### src/rtl/cix32_descriptor_loader.sv
`default_nettype none
// ============================================================================
//  Module   : cix32_descriptor_loader
//  Purpose  : Segment-load sequencer that validates a selector, fetches or
//             synthesizes its descriptor and commits it to the segment file.
//  Revision : 1.0  initial release
// ============================================================================

package cix32_pkg;
    typedef enum logic [1:0] {
        MODE_REAL      = 2'b00,
        MODE_PROTECTED = 2'b01
    } cpu_mode_t;
endpackage

module cix32_descriptor_loader (
    input  logic                 clk,
    input  logic                 rst,
    input  cix32_pkg::cpu_mode_t cpu_mode,
    input  logic                 load_req,
    input  logic [2:0]           load_seg,
    input  logic [15:0]          load_sel,
    output logic                 load_busy,
    output logic                 load_done,
    output logic                 load_fault,
    output logic [1:0]           fault_code,
    input  logic [31:0]          gdt_base,
    input  logic [15:0]          gdt_limit,
    output logic                 mem_req,
    output logic [31:0]          mem_addr,
    input  logic                 mem_ack,
    input  logic [31:0]          mem_rdata,
    output logic                 seg_we,
    output logic [2:0]           seg_addr,
    output logic [15:0]          seg_wdata,
    output logic                 cache_we,
    output logic [31:0]          cache_base,
    output logic [31:0]          cache_limit,
    output logic [7:0]           cache_attrs
);
    import cix32_pkg::*;

    typedef enum logic [2:0] {
        ST_IDLE   = 3'd0,
        ST_CHECK  = 3'd1,
        ST_RD_LO  = 3'd2,
        ST_RD_HI  = 3'd3,
        ST_COMMIT = 3'd4,
        ST_FAULT  = 3'd5
    } state_t;

    localparam logic [1:0] FC_GP   = 2'b01;
    localparam logic [1:0] FC_NP   = 2'b10;
    localparam logic [1:0] FC_NULL = 2'b11;
    localparam logic [2:0] SEG_CS  = 3'd1;
    localparam logic [2:0] SEG_SS  = 3'd2;

    state_t      state_q, state_d;
    logic [2:0]  seg_q, seg_d;
    logic [15:0] sel_q, sel_d;
    cpu_mode_t   mode_q, mode_d;
    logic [31:0] lo_q, lo_d;

    logic        load_busy_q, load_busy_d, load_done_q, load_done_d;
    logic        load_fault_q, load_fault_d, mem_req_q, mem_req_d;
    logic [1:0]  fault_code_q, fault_code_d;
    logic [31:0] mem_addr_q, mem_addr_d;
    logic        seg_we_q, seg_we_d, cache_we_q, cache_we_d;
    logic [2:0]  seg_addr_q, seg_addr_d;
    logic [15:0] seg_wdata_q, seg_wdata_d;
    logic [31:0] cache_base_q, cache_base_d, cache_limit_q, cache_limit_d;
    logic [7:0]  cache_attrs_q, cache_attrs_d;

    // Descriptor decode from the high word on the bus and the captured low word
    logic [7:0]  w_attrs;
    logic [31:0] w_base;
    logic [19:0] w_limit20;
    logic [31:0] w_limit;
    assign w_attrs   = mem_rdata[15:8];
    assign w_base    = {mem_rdata[31:24], mem_rdata[7:0], lo_q[31:16]};
    assign w_limit20 = {mem_rdata[19:16], lo_q[15:0]};
    assign w_limit   = mem_rdata[23] ? {w_limit20, 12'hFFF} : {12'h0, w_limit20};

    logic        w_commit, w_fault;
    logic [1:0]  w_code;
    logic [31:0] w_cbase, w_climit;
    logic [7:0]  w_cattrs;

    always_comb begin
        state_d       = state_q;
        seg_d         = seg_q;
        sel_d         = sel_q;
        mode_d        = mode_q;
        lo_d          = lo_q;
        mem_addr_d    = 32'h0;
        w_commit      = 1'b0;
        w_fault       = 1'b0;
        w_code        = 2'b00;
        w_cbase       = 32'h0;
        w_climit      = 32'h0;
        w_cattrs      = 8'h0;

        case (state_q)
            ST_IDLE: begin
                if (load_req) begin
                    seg_d   = load_seg;
                    sel_d   = load_sel;
                    mode_d  = cpu_mode;
                    state_d = ST_CHECK;
                end
            end
            ST_CHECK: begin
                if (seg_q[2:1] == 2'b11) begin
                    w_fault = 1'b1;
                    w_code  = FC_GP;
                end else if (mode_q == MODE_REAL) begin
                    w_commit = 1'b1;
                    w_cbase  = {12'h0, sel_q, 4'h0};
                    w_climit = 32'h0000FFFF;
                    w_cattrs = 8'h93;
                end else if (mode_q != MODE_PROTECTED) begin
                    w_fault = 1'b1;
                    w_code  = FC_GP;
                end else if (sel_q[15:2] == 14'h0) begin
                    // Null selector: legal for data segments, fatal for CS/SS
                    if (seg_q == SEG_CS || seg_q == SEG_SS) begin
                        w_fault = 1'b1;
                        w_code  = FC_NULL;
                    end else begin
                        w_commit = 1'b1;
                    end
                end else if (sel_q[2]) begin
                    w_fault = 1'b1;
                    w_code  = FC_GP;
                end else if ({sel_q[15:3], 3'b111} > gdt_limit) begin
                    w_fault = 1'b1;
                    w_code  = FC_GP;
                end else begin
                    state_d    = ST_RD_LO;
                    mem_addr_d = gdt_base + {16'h0, sel_q[15:3], 3'b000};
                end
            end
            ST_RD_LO: begin
                mem_addr_d = mem_addr_q;
                if (mem_ack) begin
                    lo_d       = mem_rdata;
                    mem_addr_d = mem_addr_q + 32'd4;
                    state_d    = ST_RD_HI;
                end
            end
            ST_RD_HI: begin
                mem_addr_d = mem_addr_q;
                if (mem_ack) begin
                    mem_addr_d = 32'h0;
                    if (!w_attrs[7]) begin
                        w_fault = 1'b1;
                        w_code  = FC_NP;
                    end else if (!w_attrs[4]) begin
                        w_fault = 1'b1;
                        w_code  = FC_GP;
                    end else begin
                        w_commit = 1'b1;
                        w_cbase  = w_base;
                        w_climit = w_limit;
                        w_cattrs = w_attrs;
                    end
                end
            end
            default: state_d = ST_IDLE;
        endcase

        if (w_commit) state_d = ST_COMMIT;
        if (w_fault)  state_d = ST_FAULT;

        load_done_d   = w_commit;
        seg_we_d      = w_commit;
        cache_we_d    = w_commit;
        seg_addr_d    = w_commit ? seg_q : 3'd0;
        seg_wdata_d   = w_commit ? sel_q : 16'h0;
        cache_base_d  = w_cbase;
        cache_limit_d = w_climit;
        cache_attrs_d = w_cattrs;
        load_fault_d  = w_fault;
        fault_code_d  = w_code;
        load_busy_d   = (state_d != ST_IDLE);
        mem_req_d     = (state_d == ST_RD_LO) || (state_d == ST_RD_HI);
    end

    always_ff @(posedge clk or posedge rst) begin
        if (rst) begin
            state_q       <= ST_IDLE;
            seg_q         <= 3'd0;
            sel_q         <= 16'h0;
            mode_q        <= MODE_REAL;
            lo_q          <= 32'h0;
            load_busy_q   <= 1'b0;
            load_done_q   <= 1'b0;
            load_fault_q  <= 1'b0;
            fault_code_q  <= 2'b00;
            mem_req_q     <= 1'b0;
            mem_addr_q    <= 32'h0;
            seg_we_q      <= 1'b0;
            seg_addr_q    <= 3'd0;
            seg_wdata_q   <= 16'h0;
            cache_we_q    <= 1'b0;
            cache_base_q  <= 32'h0;
            cache_limit_q <= 32'h0;
            cache_attrs_q <= 8'h0;
        end else begin
            state_q       <= state_d;
            seg_q         <= seg_d;
            sel_q         <= sel_d;
            mode_q        <= mode_d;
            lo_q          <= lo_d;
            load_busy_q   <= load_busy_d;
            load_done_q   <= load_done_d;
            load_fault_q  <= load_fault_d;
            fault_code_q  <= fault_code_d;
            mem_req_q     <= mem_req_d;
            mem_addr_q    <= mem_addr_d;
            seg_we_q      <= seg_we_d;
            seg_addr_q    <= seg_addr_d;
            seg_wdata_q   <= seg_wdata_d;
            cache_we_q    <= cache_we_d;
            cache_base_q  <= cache_base_d;
            cache_limit_q <= cache_limit_d;
            cache_attrs_q <= cache_attrs_d;
        end
    end

    assign load_busy   = load_busy_q;
    assign load_done   = load_done_q;
    assign load_fault  = load_fault_q;
    assign fault_code  = fault_code_q;
    assign mem_req     = mem_req_q;
    assign mem_addr    = mem_addr_q;
    assign seg_we      = seg_we_q;
    assign seg_addr    = seg_addr_q;
    assign seg_wdata   = seg_wdata_q;
    assign cache_we    = cache_we_q;
    assign cache_base  = cache_base_q;
    assign cache_limit = cache_limit_q;
    assign cache_attrs = cache_attrs_q;

endmodule

`default_nettype wire

### config.mk
export PLATFORM = sky130hd
export DESIGN_NAME = cix32_descriptor_loader
export DESIGN_NICKNAME = d
export VERILOG_FILES = /design/src/rtl/cix32_descriptor_loader.sv
export SDC_FILE = /design/constraint.sdc
export NUM_CORES = 1
export LEC_CHECK = 0
export ABC_AREA = 1
export CELL_PAD_IN_SITES_DETAIL_PLACEMENT = 1
export CELL_PAD_IN_SITES_GLOBAL_PLACEMENT = 1
export CORE_MARGIN = 10
export CORE_UTILIZATION = 36
export CTS_CLUSTER_DIAMETER = 150
export DETAILED_ROUTE_END_ITERATION = 10
export PLACE_DENSITY_LB_ADDON = 0.08
export SLEW_MARGIN = 20
export SYNTH_ARGS = -nofsm -noshare
export SYNTH_HDL_FRONTEND = slang
export SYNTH_SLANG_ARGS = --single-unit
### constraint.sdc
create_clock -name clk -period 8.7 [get_ports clk]
set_input_delay 2.61 -clock clk [delete_from_list [all_inputs] [get_ports clk]]
set_output_delay 2.61 -clock clk [all_outputs]
set_load 0.005 [all_outputs]
==> impl_metrics.json <==
{
  "outcome": "finished, final reports clean",
  "dieWidth_um": 180,
  "swShare_pct": 37.4,
  "worst-endpoint-arrival_ns": 5.07,
  "cp-start-kind": "primary input",
  "critPathCaptureType": "flop",
  "grt-ovfl-total": 0,
  "io_buffers": 235,
  "worst-path-buf-inv": 3,
  "path_cells": "clkdlybuf4s50_1 > inv_1 > ha_1 > nand2_1 > nor2_1 > inv_1 > nor2_1 > nand3b_1 > nand2_2 > nand4_2 > o22ai_1 > nand2_1 > o21ai_0",
  "post-synth-top-area-cell": "dfrtp_1",
  "syn_inst": 1131,
  "synth-simple-area-share_pct": 25.1,
  "fin_ws_ns": 3.98,
  "vias": 8475,
  "r2r_start": "state_q[2]",
  "hp-class": "flop to flop",
  "ctsResizeCount": 0,
  "wl_mm": 32.9,
  "synth_seq_cells": 184,
  "ys_async_sr_fraction_pct": 100,
  "fin_crit_ns": 4.72,
  "crit_fanout": 15,
  "first_pass_iters": 4,
  "synth_compound_area_share_pct": 10.5,
  "slowest_stage": "clkdlybuf4s50_1",
  "relSlewSlack_pct": 39.7,
  "power.leakage_nw": 5.82,
  "drtAntennaViolNets": 0,
  "core-area_um2": 25100,
  "nets": 1486,
  "p_int_mw": 1.75,
  "worstSkewPairLatency_ns": 0.44,
  "rsz0062_at_grt": "no",
  "grt_use_total_pct": 20.3,
  "cts_hold_buf": 0,
  "hold_violations": 0,
  "hold_slack_ns": 0.489,
  "period_share_pct": 54.2,
  "drt_iter0_markers": 360,
  "placed_area_um2": 11800,
  "rows": 58,
  "clkTransAtPathRegs_ns": 0.09,
  "worst_slew_pin_slew_ns": 0.899,
  "start_util_pct": 36.6,
  "ys_types": 49,
  "synth_top_family_by_area": "simple AND/OR/NAND/NOR gates",
  "area_delta_synth_final_pct": 35.6,
  "drv_cap": 0,
  "synth_common_cells": "nand2_1 (242), dfrtp_1 (184), inv_1 (152)",
  "vias_per_cell": 5.00,
  "antenna_found_initial": 2,
  "min-delay-start": "lo_q[9]",
  "switching_power_mw": 1.04,
  "cts_root_buf": "clkbuf_16",
  "die_height_um": 180,
  "setup_viol_count_final": 0,
  "clkPwrFrac_pct": 29.5,
  "comb_power_share_pct": 30.3,
  "seq_power_share_pct": 40.1,
  "finalClockSkew_ns": 0.0168,
  "setup_tns_ns": 0,
  "layout-drive-gt1-share_pct": 4.98,
  "drc": 0,
  "synth_mux_area_share_pct": 0.368,
  "cts.path.max_buffers": 2,
  "yosys.area.top_type_share_pct": 50.1,
  "seq_area_frac_synth_pct": 50.1,
  "die-area_um2": 32300,
  "synth_adder_area_share_pct": 3.90,
  "cts_sinks": 184,
  "postLayoutCellArea_um2": 12400,
  "gp_congestion": 0.881,
  "cts_setup_buffers": 0,
  "grt_pass1_vias": 9435,
  "synthMostInstantiatedCell": "nand2_1",
  "htreeDepth": 4,
  "synth_ff_type": "dfrtp_1",
  "crit_type": "primary input to flop",
  "synth.cell_area_um2": 9180,
  "synth.area.top_cells": "dfrtp_1 (50%), nand2_1 (9.9%), inv_1 (6.2%)",
  "cp.required_ns": 9.05,
  "final_cells": 1696,
  "dpl.hpwl_mm": 25.2,
  "preCtsSetupSlack_ns": 3.57,
  "grt_max_degree": 123,
  "cts_tree": "done",
  "powerDensity_nw_per_um2": 224,
  "synth_xor_area_share_pct": 1.62,
  "antennaDiodeCount": 0,
  "cpLargestDelayFamily": "simple AND/OR/NAND/NOR gates",
  "drv_slew": 0,
  "synth.net_count": 1264,
  "syn_area_per_cell_um2": 8.12,
  "dp_cells": 1664,
  "synth_edf_count": 0,
  "slowest_delay_ns": 0.46,
  "max_freq_mhz": 212,
  "cp-startpoint": "gdt_limit[14]",
  "routedWlPerCell_um": 19.4,
  "num_io_pins": 236,
  "grt_pass1_wl_mm": 52.4,
  "ir_drop_mv": 0.122,
  "cts_buffers": 17,
  "synth_warnings": 0
}
[flip-flops by register name, summed over array words and instances, names as in the netlist, 3 cells and up]
| signal | flops |
|---|---|
| cache_limit | 32 |
| seg_wdata | 16 |
| cache_attrs | 7 |
| lo_q | 32 |
| cache_base | 32 |
| mem_addr | 32 |
| state_q | 3 |
| sel_q | 16 |
| seg_addr | 3 |
| seg_q | 3 |
[placed cells by master, fill, tap and decap left out, types with 8 or more instances in the layout]
master	n
nor2_1	137
nand2_1	241
clkbuf_16	17
nor4_1	8
clkdlybuf4s50_1	235
o22ai_1	10
nand4_1	14
nand3_1	66
dfrtp_1	184
nor3_1	25
a31oi_1	8
inv_1	151
ha_1	27
a21oi_1	67
o21ai_0	76
xnor2_1	10
[per-stage QoR]
stage / power (mW) / utilization (%)
finish: 2.79 / 49.6
global placement: 1.97 / 47.1
global route: 2.99 / 49.6
detailed placement: 1.99 / 47.1
CTS: 2.83 / 49.6
floorplan: 1.64 / -
[layout make-up]
class	instances	area [um2]
inverters	157	597
well taps	330	413
fillers	3033	12700
clock buffers	17	425
multi-input cells	754	3820
clock inverters	15	204
repair buffers	239	2380
flip-flops and latches	184	4600
[power by group through the flow]
stage / logic [mW] / clock network (mW) / registers (mW)
after detailed placement: 0.855 / 0 / 1.14
after global routing: 0.969 / 0.881 / 1.14
final: 0.846 / 0.825 / 1.12
after floorplan: 0.536 / 0 / 1.11
after global placement: 0.836 / 0 / 1.13
after CTS: 0.862 / 0.844 / 1.12
[worst min-delay path, stage by stage, from the launching register on]
cell     delay [ns]
dfrtp_1        0.35
nand2_1        0.05
o21ai_0        0.06
[worst paths after layout]
path,to,slack [ns],cells past startpoint
max,mem_addr[8],3.98,13
min,lo_q[9],0.49,2
max reg2reg,load_busy,5.90,8
min reg2reg,lo_q[9],0.49,2
max in group asynchronous,cache_base[23],4.61,3
min in group asynchronous,cache_base[11],2.74,2
[routing by layer]
layer / track usage, % / share of wire [%] / up-vias
li1: - / - / 4087
met1: 21.1 / 37 / 4184
met2: 38.0 / 54 / 174
met3: 7.51 / 8.0 / 26
met4: 4.13 / 1.0 / 4
met5: 0 / 0.097 / -
[logic make-up (layout without fill, tap and decap cells)]
kind of cell / Yosys count / count (layout)
buf+inv: 193 / 428
xor+xnor: 17 / 17
simple gates: 527 / 527
mux: 3 / 3
compound gates: 179 / 179
flops: 184 / 184
fa+ha+maj: 28 / 28
No activity file was read; power rests on OpenSTA's default activity.
